==> src/rtl/ft_ctx_reader.sv <==
// Debug-port context reader: halts the core (if needed), dumps the GPRs and NPC
// into a local snapshot buffer, resumes the core if it halted it, pulses done.
//
//   state | meaning
//   IDLE  | waiting for start_i
//   HALT  | one-cycle halt request pulse
//   HWAIT | waiting for debug_halted_i
//   REQ   | debug read request held until grant
//   RWAIT | waiting for read data
//   RES   | one-cycle resume request pulse
//   DONE  | one-cycle completion pulse
module ft_ctx_reader #(
   parameter int N_REGS  = 32,
   parameter int RESUME  = 1,
   parameter int TIMEOUT = 255
) (
   input  logic        clk_i,
   input  logic        rst_i,
   input  logic        start_i,
   output logic        busy_o,
   output logic        done_o,
   output logic        err_o,
   input  logic [5:0]  rd_idx_i,
   output logic [31:0] rd_data_o,
   output logic        debug_req_o,
   input  logic        debug_gnt_i,
   input  logic        debug_rvalid_i,
   output logic [14:0] debug_addr_o,
   output logic        debug_we_o,
   output logic [31:0] debug_wdata_o,
   input  logic [31:0] debug_rdata_i,
   input  logic        debug_halted_i,
   output logic        debug_halt_o,
   output logic        debug_resume_o
);

   typedef enum logic [2:0] {
      S_IDLE, S_HALT, S_HWAIT, S_REQ, S_RWAIT, S_RES, S_DONE
   } state_t;

   localparam logic [5:0] LAST_IDX = 6'(N_REGS);
   localparam logic [7:0] WAIT_TC  = 8'(TIMEOUT);
   localparam logic [5:0] NPC_SLOT = 6'd32;

   state_t      state_q, state_d;
   logic [5:0]  idx_q, idx_d;
   logic        own_halt_q, own_halt_d;
   logic        err_q, err_d;
   logic [7:0]  wcnt_q, wcnt_d;
   logic [31:0] snap_q [0:32];
   logic [31:0] rd_data_q;

   logic        at_npc;
   logic        wait_tc;
   logic        snap_we;
   logic [5:0]  snap_wsel;
   state_t      finish_state;

   assign at_npc       = (idx_q == LAST_IDX);
   assign wait_tc      = (wcnt_q == 8'd0);
   assign finish_state = ((RESUME != 0) && own_halt_q) ? S_RES : S_DONE;

   always_ff @(posedge clk_i) begin
      if (rst_i) begin
         state_q    <= S_IDLE;
         idx_q      <= 6'd0;
         own_halt_q <= 1'b0;
         err_q      <= 1'b0;
         wcnt_q     <= WAIT_TC;
      end else begin
         state_q    <= state_d;
         idx_q      <= idx_d;
         own_halt_q <= own_halt_d;
         err_q      <= err_d;
         wcnt_q     <= wcnt_d;
      end
   end

   always_comb begin
      state_d    = state_q;
      idx_d      = idx_q;
      own_halt_d = own_halt_q;
      err_d      = err_q;
      wcnt_d     = wait_tc ? wcnt_q : wcnt_q - 8'd1;
      snap_we    = 1'b0;
      snap_wsel  = at_npc ? NPC_SLOT : idx_q;

      case (state_q)
         S_IDLE: begin
            if (start_i) begin
               err_d      = 1'b0;
               idx_d      = 6'd0;
               own_halt_d = !debug_halted_i;
               state_d    = debug_halted_i ? S_REQ : S_HALT;
            end
         end
         S_HALT: state_d = S_HWAIT;
         S_HWAIT: begin
            if (debug_halted_i) begin
               state_d = S_REQ;
            end else if (wait_tc) begin
               err_d   = 1'b1;
               state_d = finish_state;
            end
         end
         S_REQ: begin
            if (debug_gnt_i) begin
               state_d = S_RWAIT;
            end else if (wait_tc) begin
               err_d   = 1'b1;
               state_d = finish_state;
            end
         end
         S_RWAIT: begin
            if (debug_rvalid_i) begin
               snap_we = 1'b1;
               if (idx_q < LAST_IDX) begin
                  idx_d   = idx_q + 6'd1;
                  state_d = S_REQ;
               end else begin
                  state_d = finish_state;
               end
            end else if (wait_tc) begin
               err_d   = 1'b1;
               state_d = finish_state;
            end
         end
         S_RES:   state_d = S_DONE;
         S_DONE:  state_d = S_IDLE;
         default: state_d = S_IDLE;
      endcase

      // Every state change restarts the wait timer from its full count.
      if (state_d != state_q) begin
         wcnt_d = WAIT_TC;
      end
   end

   // Slots N_REGS..31 are never written and stay at their reset value.
   always_ff @(posedge clk_i) begin
      if (rst_i) begin
         for (int i = 0; i <= 32; i++) begin
            snap_q[i] <= 32'd0;
         end
      end else if (snap_we) begin
         snap_q[snap_wsel] <= debug_rdata_i;
      end
   end

   always_ff @(posedge clk_i) begin
      if (rst_i) begin
         rd_data_q <= 32'd0;
      end else if (rd_idx_i <= NPC_SLOT) begin
         rd_data_q <= snap_q[rd_idx_i];
      end else begin
         rd_data_q <= 32'd0;
      end
   end

   assign busy_o         = (state_q != S_IDLE);
   assign done_o         = (state_q == S_DONE);
   assign err_o          = err_q;
   assign rd_data_o      = rd_data_q;
   assign debug_req_o    = (state_q == S_REQ);
   assign debug_addr_o   = (state_q != S_REQ) ? 15'd0 :
                           at_npc ? 15'h2000 : 15'h400 + {7'd0, idx_q, 2'b00};
   assign debug_we_o     = 1'b0;
   assign debug_wdata_o  = 32'd0;
   assign debug_halt_o   = (state_q == S_HALT);
   assign debug_resume_o = (state_q == S_RES);

endmodule
==> config.mk <==
export PLATFORM = sky130hd
export DESIGN_NAME = ft_ctx_reader
export DESIGN_NICKNAME = d
export VERILOG_FILES = /design/src/rtl/ft_ctx_reader.sv
export SDC_FILE = /design/constraint.sdc
export NUM_CORES = 2
export LEC_CHECK = 0
export ABC_AREA = 0
export BUFFER_PORTS_ARGS = -buffer_cell sky130_fd_sc_hd__clkbuf_2
export CORE_MARGIN = 5
export CORE_UTILIZATION = 40
export CTS_CLUSTER_DIAMETER = 50
export DETAILED_ROUTE_END_ITERATION = 6
export PLACE_DENSITY = 0.62
export SLEW_MARGIN = 5
export SYNTH_ARGS = -nofsm -noshare
export SYNTH_HDL_FRONTEND = slang
export SYNTH_SLANG_ARGS = --single-unit
==> constraint.sdc <==
create_clock -name clk_i -period 3.6 [get_ports clk_i]
set_input_delay 0.72 -clock clk_i [delete_from_list [all_inputs] [get_ports clk_i]]
set_output_delay 0.72 -clock clk_i [all_outputs]
set_load 0.02 [all_outputs]
Word level (Yosys, flattened, before mapping)
Memory sizes are Yosys's and may differ from the RTL's. A register that Yosys moved wholly into a read port is not among the register bits.
Index checks and enable logic that the tools add are counted.

word-level totals
  bits in writable memories = 1,056
  output and inout port bits = 86
  bits of input ports = 44
  word-level logic and storage cells = 71
  memories kept = 1
  flip-flop bits (word level) = 19

cells by class
  reductions and logical operators = 12
  add/sub/neg operators = 3
  magnitude comparators = 2
  muxes and demuxes = 32
  bitwise operators = 1
  equality and inequality tests = 15

memories
  name    depth  bits a word  read ports  clocked after memory_dff  wr ports  RTL line  text
  snap_q  33     32           1           1                         33        50        logic [31:0] snap_q [0:32];

operators by type and width
  kind                     count
  $mux W32                 1
  $reduce_or A32 Y1        1
  $mux W6                  5
  $mux W14                 2
  $mux W3                  6
  $pmux W3 S6              1
  $mux W1                  13
  $add A11 B8 Y12 const A  1
  $ne A2 B2 Y1 const B     6
  $pmux W6 S2              1
  $eq A3 B3 Y1 const B     3
  $logic_not A8 Y1         1
  $sub A8 B1 Y8 const B    1
  $add A6 B1 Y6 const B    1
  $eq A3 B2 Y1 const B     2
  $eq A6 B6 Y1 const B     1
  $le A6 B6 Y1 const B     1
  $lt A6 B6 Y1 const B     1
  $reduce_and A5 Y1        1
  $mux W2                  2
  $pmux W1 S4              1
  $reduce_and A4 Y1        1
  $reduce_bool A4 Y1       1
  $reduce_or A2 Y1         2
  9 further kinds          9

Longest topological paths before layout
  word-level depth = 7
  mapped depth = 9
  depth with buffers taken out = 7

Worst setup path after synthesis
OpenSTA, ideal clock, no wires.

  path type = register to register
  start point = register idx_q[0]
  end point = memory snap_q[34][0], enable pin
  arrival time = 2.692 ns
  cell stages (with the launch flop) = 8
  path slack = 0.488 ns
  buffers on the path = 1
  required time = 3.181 ns
  library setup time = 0.419 ns
  period minus slack after synthesis = 3.112 ns
  path through = dfxtp_1 -> clkbuf_1 -> inv_1 -> ha_1 -> and4bb_1 -> nor2_1 -> nand2_1 -> nor2_1

RTL lines
  item                    RTL line  text
  start, declared         46        logic [5:0] idx_q, idx_d;
  start signal, assigned  72        idx_q <= idx_d;
  end, declared           50

Final worst setup path
  start point = register idx_q[1]
  end point = output debug_addr_o[7]

on the way
  longest elaborated chain between the ends = 3
  elaborated cells between the ends (all ways) = 4
  classes of those cells = 1 x add/sub; 1 x eq/ne; 2 x mux

RTL lines
  item                                             RTL line  text
  $add A11 B8 Y12 or $eq A6 B6 Y1 (tied branches)  166, 59
  $mux W14 (*)                                     166       at_npc ? 15'h2000 : 15'h400 + {7'd0, idx_q, 2'b00};
  $mux W14 (*)                                     165       assign debug_addr_o = (state_q != S_REQ) ? 15'd0 :
  end, declared                                    28        output logic [14:0] debug_addr_o,

Mark *: on every way between the ends. The rest lies on a longest branch, timed or not.

==> flow_summary.ini <==
[synthesis]
synth_top_area_share_pct = 65.1
synthXorXnorAreaFrac_pct = 0.137
synth-compound-area-share_pct = 2.79
synth_top_family_by_area = simple AND/OR/NAND/NOR gates
synth_commonest_cells = edfxtp_1, and2_1, mux4_2, clkbuf_1, nor2_1
synth.top_cells.by_area = edfxtp_1, and2_1, mux4_2, dfxtp_1, clkbuf_1
avgSynthCellArea_um2 = 15.9
synth.area.mux_share_pct = 12.9
synth.most_common_cell = edfxtp_1
synthAdderAreaFrac_pct = 0.0868
yosys.area.top_type = edfxtp_1
syn_area_mm2 = 0.0577
synth_top_flop_cell = edfxtp_1
yosys.area_share.simple_pct = 14.1
ys_ff_latch = 1302
async_reset_ff_share_pct = 0
ys_types = 70
yosys_warnings = 0
synthCells = 3627
yosysSeqAreaShare_pct = 66.9
synth-edff-count = 1251

[routing]
drc = 0
wl_met1_um = 70500
route.met2.wl_um = 79700
drt_first_pass_iters = 5
routed_wirelength_um = 170000
ant_nets = 0
num_vias = 32500
routed_via_density = 5.63
met3_length_um = 14700
top_layer_used = met5
post_drt_wl_per_cell_um = 29.5
drt_iter0_drc = 3684

[pwr]
power.density_mw_per_mm2 = 517
p_clk_share_pct = 43.2
comb_power_share_pct = 6.6
switching_share_pct = 22.5
internal_power_mw = 26.4
switchingPower_mw = 7.68
p_leak_nw = 23.8
seqPwrFrac_pct = 50.2
ir_worst_vdd_mv = 0.382

[sta]
max_slew_margin_pct = 22.5
setup_viol = 0
slew_violations = 0
fin_ws_ps = 283
fin_skew_ps = 24.5
fin_crit_sh_pct = 92.1
fin_crit_ps = 3320
fmax_mhz = 302
tightestPinTransition_ps = 1150
hold_viol_final = 0
worst_hold_slack_ps = 222
setup_tns_ps = 0
grt_setup_unrepaired = no

[grt]
track_usage_pct = 22.2
grt_pass1_vias = 32400
grt_max_degree = 52
antenna_found_initial = 14
grt_overflow = 0
grt_pass1_wl_um = 243000

[floorplanning]
num_rows = 139
pin_count = 130
die_y_um = 390
dieArea_mm2 = 0.152
initial_core_util_pct = 40.2
chipWidth_um = 390
core_area_mm2 = 0.143

[setup_path]
reg2reg_depth = 9
crit_start = idx_q[1]
reg2reg_to = snap_q[18][29]
rr_startpoint = idx_q[1]
criticalPathCategory = reg2out
ff2ff_setup_slack_ps = 490
worstPathArrival_ps = 2600
crit_end = debug_addr_o[7]
endpoint_kind = output port
crit_path_start_kind = flop
critPathMaxFanout = 6
cp.required_ps = 2880

[clock_tree]
htreeDepth = 4
clock_latency_ps = 770
cts_made_buffers = 143
cts_setup_buffers = 0
cts_root_buf = clkbuf_16
ctsResizeCount = 0
cts_sinks = 1302
clkSlewWorstSetupHoldPaths_ps = 60
cts_buffer_depth = 3
cts_tree = yes
postCtsHoldBufs = 0

[finish]
fin_nets = 3806
fin_util_pct = 46.0
fin_area_mm2 = 0.0660
area_growth_pct = 14.4
drive_gt1_share_pct = 23.4

[placed_design]
portBuffers = 89
gp_congestion = 0.826
placed_area_mm2 = 0.0613
hpwl_um = 103000
dp_worst_setup_slack_ps = 269

[worst_hold_path]
min_path_type = in2reg

[job]
cap_viol_max_count = 0

[status]
outcome = complete, no violations
[how the worst min path moves through the flow]
stage               endpoint            from  depth (start not counted)  slack, ps
3_5_place_dp   rd_data_o[10]  snap_q[32][10]                          2        500
3_3_place_gp   rd_data_o[29]  snap_q[32][29]                          2        490
4_1_cts           own_halt_q  debug_halted_i                          2        170
6_report          own_halt_q  debug_halted_i                          2        220
2_1_floorplan  rd_data_o[10]  snap_q[32][10]                          2        480
5_1_grt           own_halt_q  debug_halted_i                          2        210
[worst max-delay path, cell delays in order, from the launching register on]
cell	delay, ps
dfxtp_1	290
buf_4	170
inv_1	240
ha_1	200
and4bb_1	420
a21oi_1	180
and2_1	190
clkbuf_2	150
[cells in the final DEF (no fill, tap or decap), types with 20 or more instances in the layout]
master,synthesis,final
edfxtp_1,1251,1251
and2_1,1062,1061
mux4_2,295,295
buf_4,70,174
clkbuf_16,0,149
clkbuf_2,0,85
nor2_1,112,76
mux2i_1,68,68
dfxtp_1,51,51
buf_12,0,47
clkbuf_1,235,44
conb_1,1,40
or2_2,38,38
nor2_2,0,35
nand2_1,33,33
a22oi_1,26,26
a22o_1,26,26
nor2b_1,27,25
a211oi_1,20,20
o221ai_1,20,20
[sequential cells by signal (all words and copies together) (netlist names)]
| register | cells |
|---|---|
| err_o | 1 |
| idx_q | 6 |
| own_halt_q | 1 |
| rd_data_o | 32 |
| snap_q | 1251 |
| state_q | 3 |
| wcnt_q | 8 |
[power by group through the flow]
stage	combinational, mW	sequential [mW]	clock (mW)
4_1_cts	2.27	17.1	14.9
6_report	2.25	17.1	14.7
5_1_grt	2.36	17.2	15.5
3_3_place_gp	2.25	17.4	0
3_5_place_dp	2.26	17.5	0
2_1_floorplan	1.29	17.4	0
[per-layer routing]
layer | GRT usage [%] | up-vias
li1 | - | 13700
met1 | 31.6 | 17000
met2 | 34.7 | 1590
met3 | 4.22 | 259
met4 | 7.10 | 4
met5 | 0 | -
[metrics by stage]
step | power [mW] | instances
after global routing | 35.0 | 5774
after floorplan | 18.7 | 3666
after global placement | 19.7 | 5516
final | 34.1 | 5778
after CTS | 34.3 | 5773
after detailed placement | 19.7 | 5516
[kinds of logic (layout without fill, tap and decap cells)]
family          Yosys count  in the layout
compound gates          206            206
xor+xnor                  9              9
fa+ha+maj                 4              4
buf+inv                 374            578
flops                  1302           1302
mux                     374            374
other cells               1             45
simple gates           1357           1357
[cell type report]
type	instances	area [um^2]
Fill cell	12300	77500
Sequential cell	1302	38600
Multi-Input combinational cell	1990	17600
Clock buffer	201	4000
Timing Repair Buffer	309	2710
Tap cell	1903	2380
Clock inverter	56	656
Inverter	12	45.0
Antenna cell	5	12.5
No activity file was read; power rests on OpenSTA's default activity.
